==> src/rtl/cpu_sequencer.sv <==
// Fetch/execute sequencer for a 4-bit-address toy CPU: IDLE/FETCH/EXEC/HALT control, pc, ir and carry flag.
// Optional single-step support is enabled by defining CPU_SEQ_SINGLE_STEP_EN.
module cpu_sequencer #(
  parameter logic [3:0] RESET_PC = 4'h0
) (
  input  logic       clk_cpu,
  input  logic       reset_n,
  input  logic       run,
  input  logic       step_req,
  input  logic [7:0] inst,
  input  logic       alu_carry,
  output logic [3:0] pc,
  output logic [7:0] ir,
  output logic       reg_a_load,
  output logic       reg_b_load,
  output logic       out_load,
  output logic       carry_flag,
  output logic       halted,
  output logic       step_ack,
  output logic [1:0] state
);

  localparam int unsigned PcW   = 4;
  localparam int unsigned InstW = 8;

  typedef enum logic [1:0] {
    ST_IDLE  = 2'd0,
    ST_FETCH = 2'd1,
    ST_EXEC  = 2'd2,
    ST_HALT  = 2'd3
  } state_e;

  localparam logic [3:0] OP_ADD_A  = 4'b0000;
  localparam logic [3:0] OP_MOV_AB = 4'b0001;
  localparam logic [3:0] OP_MOV_AI = 4'b0011;
  localparam logic [3:0] OP_MOV_BA = 4'b0100;
  localparam logic [3:0] OP_ADD_B  = 4'b0101;
  localparam logic [3:0] OP_MOV_BI = 4'b0111;
  localparam logic [3:0] OP_OUT    = 4'b1011;
  localparam logic [3:0] OP_JNC    = 4'b1110;
  localparam logic [3:0] OP_JMP    = 4'b1111;

  state_e           state_q, state_d;
  logic [PcW-1:0]   pc_q, pc_d;
  logic [InstW-1:0] ir_q, ir_d;
  logic             carry_q, carry_d;
  logic             step_ack_q, step_ack_d;
  logic             stepped_q, stepped_d;
  logic             step_go;

  logic [3:0]     opcode;
  logic [PcW-1:0] imm;

  assign opcode = ir_q[7:4];
  assign imm    = ir_q[3:0];

`ifdef CPU_SEQ_SINGLE_STEP_EN
  assign step_go  = step_req;
  assign step_ack = step_ack_q;
`else
  logic unused_step;
  assign step_go     = 1'b0;
  assign step_ack    = 1'b0;
  assign unused_step = step_req ^ step_ack_q;
`endif

  // Next-state, pc, ir and flag computation
  always_comb begin
    state_d    = state_q;
    pc_d       = pc_q;
    ir_d       = ir_q;
    carry_d    = carry_q;
    step_ack_d = 1'b0;
    stepped_d  = stepped_q;
    unique case (state_q)
      ST_IDLE: begin
        // run has priority; a simultaneous step is dropped
        if (run) begin
          state_d   = ST_FETCH;
          stepped_d = 1'b0;
        end else if (step_go) begin
          state_d   = ST_FETCH;
          stepped_d = 1'b1;
        end
      end
      ST_FETCH: begin
        ir_d    = inst;
        state_d = ST_EXEC;
      end
      ST_EXEC: begin
        carry_d = ((opcode == OP_ADD_A) || (opcode == OP_ADD_B)) ? alu_carry : 1'b0;
        if (opcode == OP_JMP) begin
          pc_d = imm;
        end else if ((opcode == OP_JNC) && !carry_q) begin
          pc_d = imm;
        end else begin
          pc_d = pc_q + PcW'(1);
        end
        // A jump to its own address is the halt idiom
        if ((opcode == OP_JMP) && (imm == pc_q)) begin
          state_d = ST_HALT;
        end else if (stepped_q) begin
          state_d    = ST_IDLE;
          step_ack_d = 1'b1;
        end else if (run) begin
          state_d = ST_FETCH;
        end else begin
          state_d = ST_IDLE;
        end
      end
      ST_HALT: state_d = ST_HALT;
      default: state_d = ST_IDLE;
    endcase
  end

  always_ff @(posedge clk_cpu or negedge reset_n) begin
    if (!reset_n) begin
      state_q    <= ST_IDLE;
      pc_q       <= RESET_PC;
      ir_q       <= 8'h00;
      carry_q    <= 1'b0;
      step_ack_q <= 1'b0;
      stepped_q  <= 1'b0;
    end else begin
      state_q    <= state_d;
      pc_q       <= pc_d;
      ir_q       <= ir_d;
      carry_q    <= carry_d;
      step_ack_q <= step_ack_d;
      stepped_q  <= stepped_d;
    end
  end

  // Datapath load strobes, decoded from ir only while executing
  always_comb begin
    reg_a_load = 1'b0;
    reg_b_load = 1'b0;
    out_load   = 1'b0;
    if (state_q == ST_EXEC) begin
      unique case (opcode)
        OP_ADD_A, OP_MOV_AB, OP_MOV_AI: reg_a_load = 1'b1;
        OP_MOV_BA, OP_ADD_B, OP_MOV_BI: reg_b_load = 1'b1;
        OP_OUT:                         out_load   = 1'b1;
        default: ;
      endcase
    end
  end

  assign pc         = pc_q;
  assign ir         = ir_q;
  assign carry_flag = carry_q;
  assign halted     = (state_q == ST_HALT);
  assign state      = 2'(state_q);

endmodule

==> config.mk <==
export PLATFORM = sky130hd
export DESIGN_NAME = cpu_sequencer
export DESIGN_NICKNAME = d
export VERILOG_FILES = /design/src/rtl/cpu_sequencer.sv
export SDC_FILE = /design/constraint.sdc
export NUM_CORES = 1
export LEC_CHECK = 0
export ABC_AREA = 1
export BUFFER_PORTS_ARGS = -buffer_cell sky130_fd_sc_hd__buf_2
export CELL_PAD_IN_SITES_DETAIL_PLACEMENT = 0
export CELL_PAD_IN_SITES_GLOBAL_PLACEMENT = 1
export CORE_MARGIN = 8
export CORE_UTILIZATION = 34
export CTS_BUF_LIST = sky130_fd_sc_hd__clkbuf_8
export DETAILED_ROUTE_END_ITERATION = 7
export PLACE_DENSITY = 0.85
export SYNTH_ARGS = -nofsm -noshare
export SYNTH_HDL_FRONTEND = slang
export SYNTH_SLANG_ARGS = --single-unit
==> constraint.sdc <==
create_clock -name clk_cpu -period 1.5 [get_ports clk_cpu]
set_clock_uncertainty 0.15 [all_clocks]
set_input_delay 0.15 -clock clk_cpu [delete_from_list [all_inputs] [get_ports clk_cpu]]
set_output_delay 0.15 -clock clk_cpu [all_outputs]
set_load 0.03 [all_outputs]
### Yosys cells after proc, flatten, opt, wreduce, memory -nomap -nowiden

Cells that the tools add are included.

* $add $sub $neg: 1
* equality and inequality tests: 13
* multiplexer cells: 13
* reductions and logical operators: 8

Operators by type and width (number)
* 4-bit by 3-bit equality test with 1-bit output (second input constant): 3
* 4-bit equality test (second input constant): 3
* 1-bit two-way mux: 8
* 4-bit two-way mux: 2
* 2-bit case mux with 4 select lines: 1
* 3-bit OR reduction: 2
* 4-bit by 1-bit adder with 4-bit output (second input constant): 1
* 2-bit equality test (second input constant): 2
* 4-bit by 1-bit equality test with 1-bit output (second input constant): 1
* 4-bit by 2-bit equality test with 1-bit output (second input constant): 1
* 4-bit equality test: 1
* 4-bit zero test: 1
* 2-bit two-way mux: 2
* 2-bit by 1-bit equality test with 1-bit output (second input constant): 1
* 1-bit logical AND: 2
* 2-bit zero test: 1
* 2-bit inequality test (second input constant): 1
* 1-bit zero test: 1
* 1-bit logical OR: 1

* bits in registers: 15
* input port bits: 13
* output and inout bits: 20
* logic and storage cells: 39

### Longest topological paths before layout

* depth after elaboration: 4
* mapped depth: 7
* gate-level depth less buffers: 7

### Worst setup path before layout

OpenSTA, ideal clock, no wires.

* kind: register to output
* from: register state_q[1], in the netlist state[1]
* to: output port out_load
* data arrival time: 1.836 ns
* data required time: 1.200 ns
* slack: -0.636 ns
* stages on the path, launching flop included: 5
* buffers on the path: 0
* path through: dfrtp_1 > inv_1 > nor2_4 > inv_1 > nor4_1

* word-level cells in the longest chain between the ends: 2

Ends and longest elaborated chain
* from (decl): RTL line 43 `state_e state_q, state_d;`
* from (signal assigned): RTL line 125 `state_q <= state_d;`
* 2-bit equality test: RTL line 139 `if (state_q == ST_EXEC) begin`
* 1-bit two-way mux: RTL line 139
* to (decl): RTL line 16 `output logic out_load,`

No other way between the ends.

### Worst setup path after layout

* from: register state_q[0], in the netlist state[0]
* to: output port out_load

Same word-level chain as after synthesis.

==> summary.json <==
{
  "place": {
    "dp.final_hpwl_um": 1767,
    "place_congestion": 0.8278,
    "portBuffers": 30,
    "instance_count_after_placement_with_tap_cells_included": 173
  },
  "floorplanning": {
    "die_x_um": 65.47,
    "initial_core_util": 0.3485,
    "num_io_pins": 33,
    "row_count": 18,
    "design.core.area_sq_um": 2387,
    "die-area_sq_um": 4286,
    "floorplan.die.height_um": 65.47
  },
  "clock_network": {
    "cts.clk_slew.worst_paths_ns": 0.07,
    "cts_sinks": 15,
    "clock_tree_from_tritoncts": "built",
    "clk_buf_depth": 2,
    "ctsHtreeMaxLevel": 1,
    "numCtsBuffers": 3,
    "cts-root-buf": "sky130_fd_sc_hd__clkbuf_8",
    "clk_latency_ns": 0.25
  },
  "pwr": {
    "cellLeakagePower_nw": 0.6486,
    "netSwitchingPower_mw": 1.630,
    "netSwitchingFraction": 0.5163,
    "vdd_drop_max_mv": 1.288,
    "share_clk_of_total_power": 0.103,
    "power_frac_comb": 0.626,
    "power_density_nw_per_um2": 2541,
    "power.sequential.fraction": 0.271,
    "p_total_mw": 3.157,
    "internal-power_mw": 1.527
  },
  "route": {
    "wl_per_instance_um": 12.18,
    "postRouteAntennaNets": 0,
    "route.detailed.vias_per_inst": 4.545,
    "detail_route.iter0.violations": 22,
    "remaining_drc_errors": 0,
    "firstDrtPassIters": 4,
    "num_vias": 850,
    "routed_wirelength_um": 2278
  },
  "logic_synthesis": {
    "syn-num-nets": 123,
    "synth_cell_types": 20,
    "seq_area_frac_synth": 0.4511,
    "post_synth_instance_area_sq_um": 832.0,
    "yosys_register_bits": 15,
    "synthesis.instances": 109,
    "yosys_warnings": 0,
    "synth.avg_cell_area_sq_um": 7.633
  },
  "global_route": {
    "grt_start_max_net_pins": 16,
    "grt_util_all_layers": 0.1145,
    "first_pass_grt_wire_length_um": 3905,
    "antenna_found_initial": 0,
    "via_count_of_the_first_global_routing_pass": 863,
    "grt_remaining_overflow": 0
  },
  "status": {
    "failed_checks": "negative setup slack",
    "outcome": "finished with violations"
  },
  "flow_run": {
    "maxCapViolations": 0
  },
  "finish": {
    "finalNonFillerCells": 187,
    "fin_nets": 172,
    "n_antenna_cell": 0,
    "fillers": 250,
    "layout.cells.most_common_list": "27 x sky130_fd_sc_hd__buf_2, 25 x sky130_fd_sc_hd__nand2_1, 13 x sky130_fd_sc_hd__nor2_1, 13 x sky130_fd_sc_hd__buf_4",
    "multi_input_comb_area_sq_um": 425.4,
    "areaGrowthSynthToFinish_pct": 49.32,
    "ff_latch_area_sq_um": 381.6,
    "final_common_cell": "sky130_fd_sc_hd__buf_2",
    "drive_above_1_share": 0.4204
  },
  "worst_setup_path": {
    "critPathArrivalTime_ns": 1.23,
    "worst_ep_required_time_ns": 1.20,
    "worstRegToRegCells": 3,
    "worst-path-max-fanout": 4,
    "worstSetupEndpointType": "output pin",
    "category_of_the_worst_setup_path_launch_point": "register",
    "timing.setup.critical_path_class": "reg -> out"
  },
  "timing": {
    "fmaxAchievable_ghz": 0.6544,
    "finalSetupViolCount": 1,
    "period_minus_slack_ns": 1.528,
    "final_hold_fails": 0,
    "rsz0062_at_grt": "yes",
    "final_min_period_over_clock_period": 1.019,
    "finalWorstSetupSlack_ns": -0.02809,
    "drv_slew": 0
  },
  "min_path": {
    "class_of_the_most_critical_hold_timing_path": "in -> reg",
    "depth_of_the_worst_hold_timing_path": 3
  }
}
cells by family after synthesis:
family,after synthesis,share of synthesized area
flip-flops,15,0.4511
buffers and inverters,17,0.08570
multiplexers,1,0.01353
AND/OR/NAND/NOR,59,0.3308
XOR/XNOR,1,0.01053
adder cells (fa/ha/maj),1,0.01504
other,1,0.004507
AO/OA/AOI/OAI,14,0.08872
per-layer routing:
layer | global-route usage | wire length, um | part of all wire | up-vias
li1 | - | - | - | 444
met3 | 0.03061 | 121 | 0.053 | 2
met2 | 0.1919 | 1180 | 0.52 | 18
met5 | 0 | 0 | 0 | -
met1 | 0.1273 | 940 | 0.41 | 386
met4 | 0.06812 | 36 | 0.016 | 0
registers in the layout, summed over array words and instances, names as in the netlist:
| register | flops |
|---|---|
| state | 2 |
| carry_flag | 1 |
| ir | 8 |
| pc | 4 |
through the flow:
| stage | hold slack [ns] | area (sq um) | worst slack [ns] | TNS [ns] | util |
|---|---|---|---|---|---|
| finish | 0.0009646 | 1242 | -0.02809 | -0.02809 | 0.5204 |
| global route | 0.01284 | 1242 | -0.09931 | -0.1765 | 0.5204 |
| CTS | 0.001637 | 1231 | -0.04019 | -0.04898 | 0.5157 |
| detailed placement | -0.06853 | 1086 | 0.1205 | 0 | 0.4549 |
| global placement | -0.07344 | 1086 | 0.1378 | 0 | 0.4549 |
| floorplan | -0.2956 | 868.3 | -0.01893 | -0.01893 | - |
layout make-up:
class	count	area share
multi-input cells	77	0.3424
repair buffers	46	0.2377
clock buffers	3	0.03323
inverters	15	0.04532
clock inverters	1	0.004028
well taps	30	0.03021
flip-flops and latches	15	0.3072
power by group through the flow:
stage / Combinational [mW] / Clock (mW) / Sequential (mW)
after floorplan: 0.863 / 0 / 1.25
after global placement: 1.77 / 0 / 0.870
after detailed placement: 1.79 / 0 / 0.888
after CTS: 1.97 / 0.336 / 0.860
after global routing: 2.18 / 0.357 / 0.895
final: 1.98 / 0.326 / 0.855
critical path, stage by stage (launching register included):
cell,delay (ns)
sky130_fd_sc_hd__dfrtp_2,0.42
sky130_fd_sc_hd__nor2_4,0.16
sky130_fd_sc_hd__inv_2,0.07
sky130_fd_sc_hd__nor4_4,0.13
sky130_fd_sc_hd__buf_4,0.20
what timing repair did:
action,in CTS,in global routing
hold buffers,4,0
endpoints found under the hold margin,18,0
endpoints found under the setup margin,3,3
pin swaps,2,0
setup buffers,5,1
resized for setup,11,1
cloned,0,0
cell usage after synthesis:
master,n,area (sq um)
sky130_fd_sc_hd__nand4_1,2,12.51
sky130_fd_sc_hd__nand3_1,11,55.05
sky130_fd_sc_hd__ha_1,1,12.51
sky130_fd_sc_hd__a21oi_1,8,40.04
sky130_fd_sc_hd__conb_1,1,3.750
sky130_fd_sc_hd__nor2_1,14,52.55
sky130_fd_sc_hd__mux2_2,1,11.26
sky130_fd_sc_hd__nand2_4,1,11.26
sky130_fd_sc_hd__nand2_2,1,6.260
sky130_fd_sc_hd__nand3_2,1,10.01
sky130_fd_sc_hd__dfrtp_1,15,375.4
sky130_fd_sc_hd__inv_1,15,56.30
sky130_fd_sc_hd__buf_4,2,15.01
sky130_fd_sc_hd__xnor2_1,1,8.760
sky130_fd_sc_hd__nor4_1,1,6.260
sky130_fd_sc_hd__nor2_4,2,22.52
sky130_fd_sc_hd__nand2_1,25,93.84
sky130_fd_sc_hd__o21ai_2,1,8.760
sky130_fd_sc_hd__nor3_1,1,5.000
sky130_fd_sc_hd__o21ai_0,5,25.02
final timing paths:
path | start | endpoint | slack (ns)
setup / recovery | state[0]$_DFFE_PN0P_ | out_load | -0.03
hold / removal | inst[4] | ir[4]$_DFFE_PN0N_ | 0.001
setup reg to reg | state[0]$_DFFE_PN0P_ | ir[6]$_DFFE_PN0N_ | 0.13
hold reg to reg | carry_flag$_DFFE_PN0P_ | carry_flag$_DFFE_PN0P_ | 0.38
max in group asynchronous | reset_n | state[1]$_DFFE_PN0P_ | 0.72
min in group asynchronous | reset_n | carry_flag$_DFFE_PN0P_ | 0.19
Note: power is estimated with default switching activity, not from simulation.
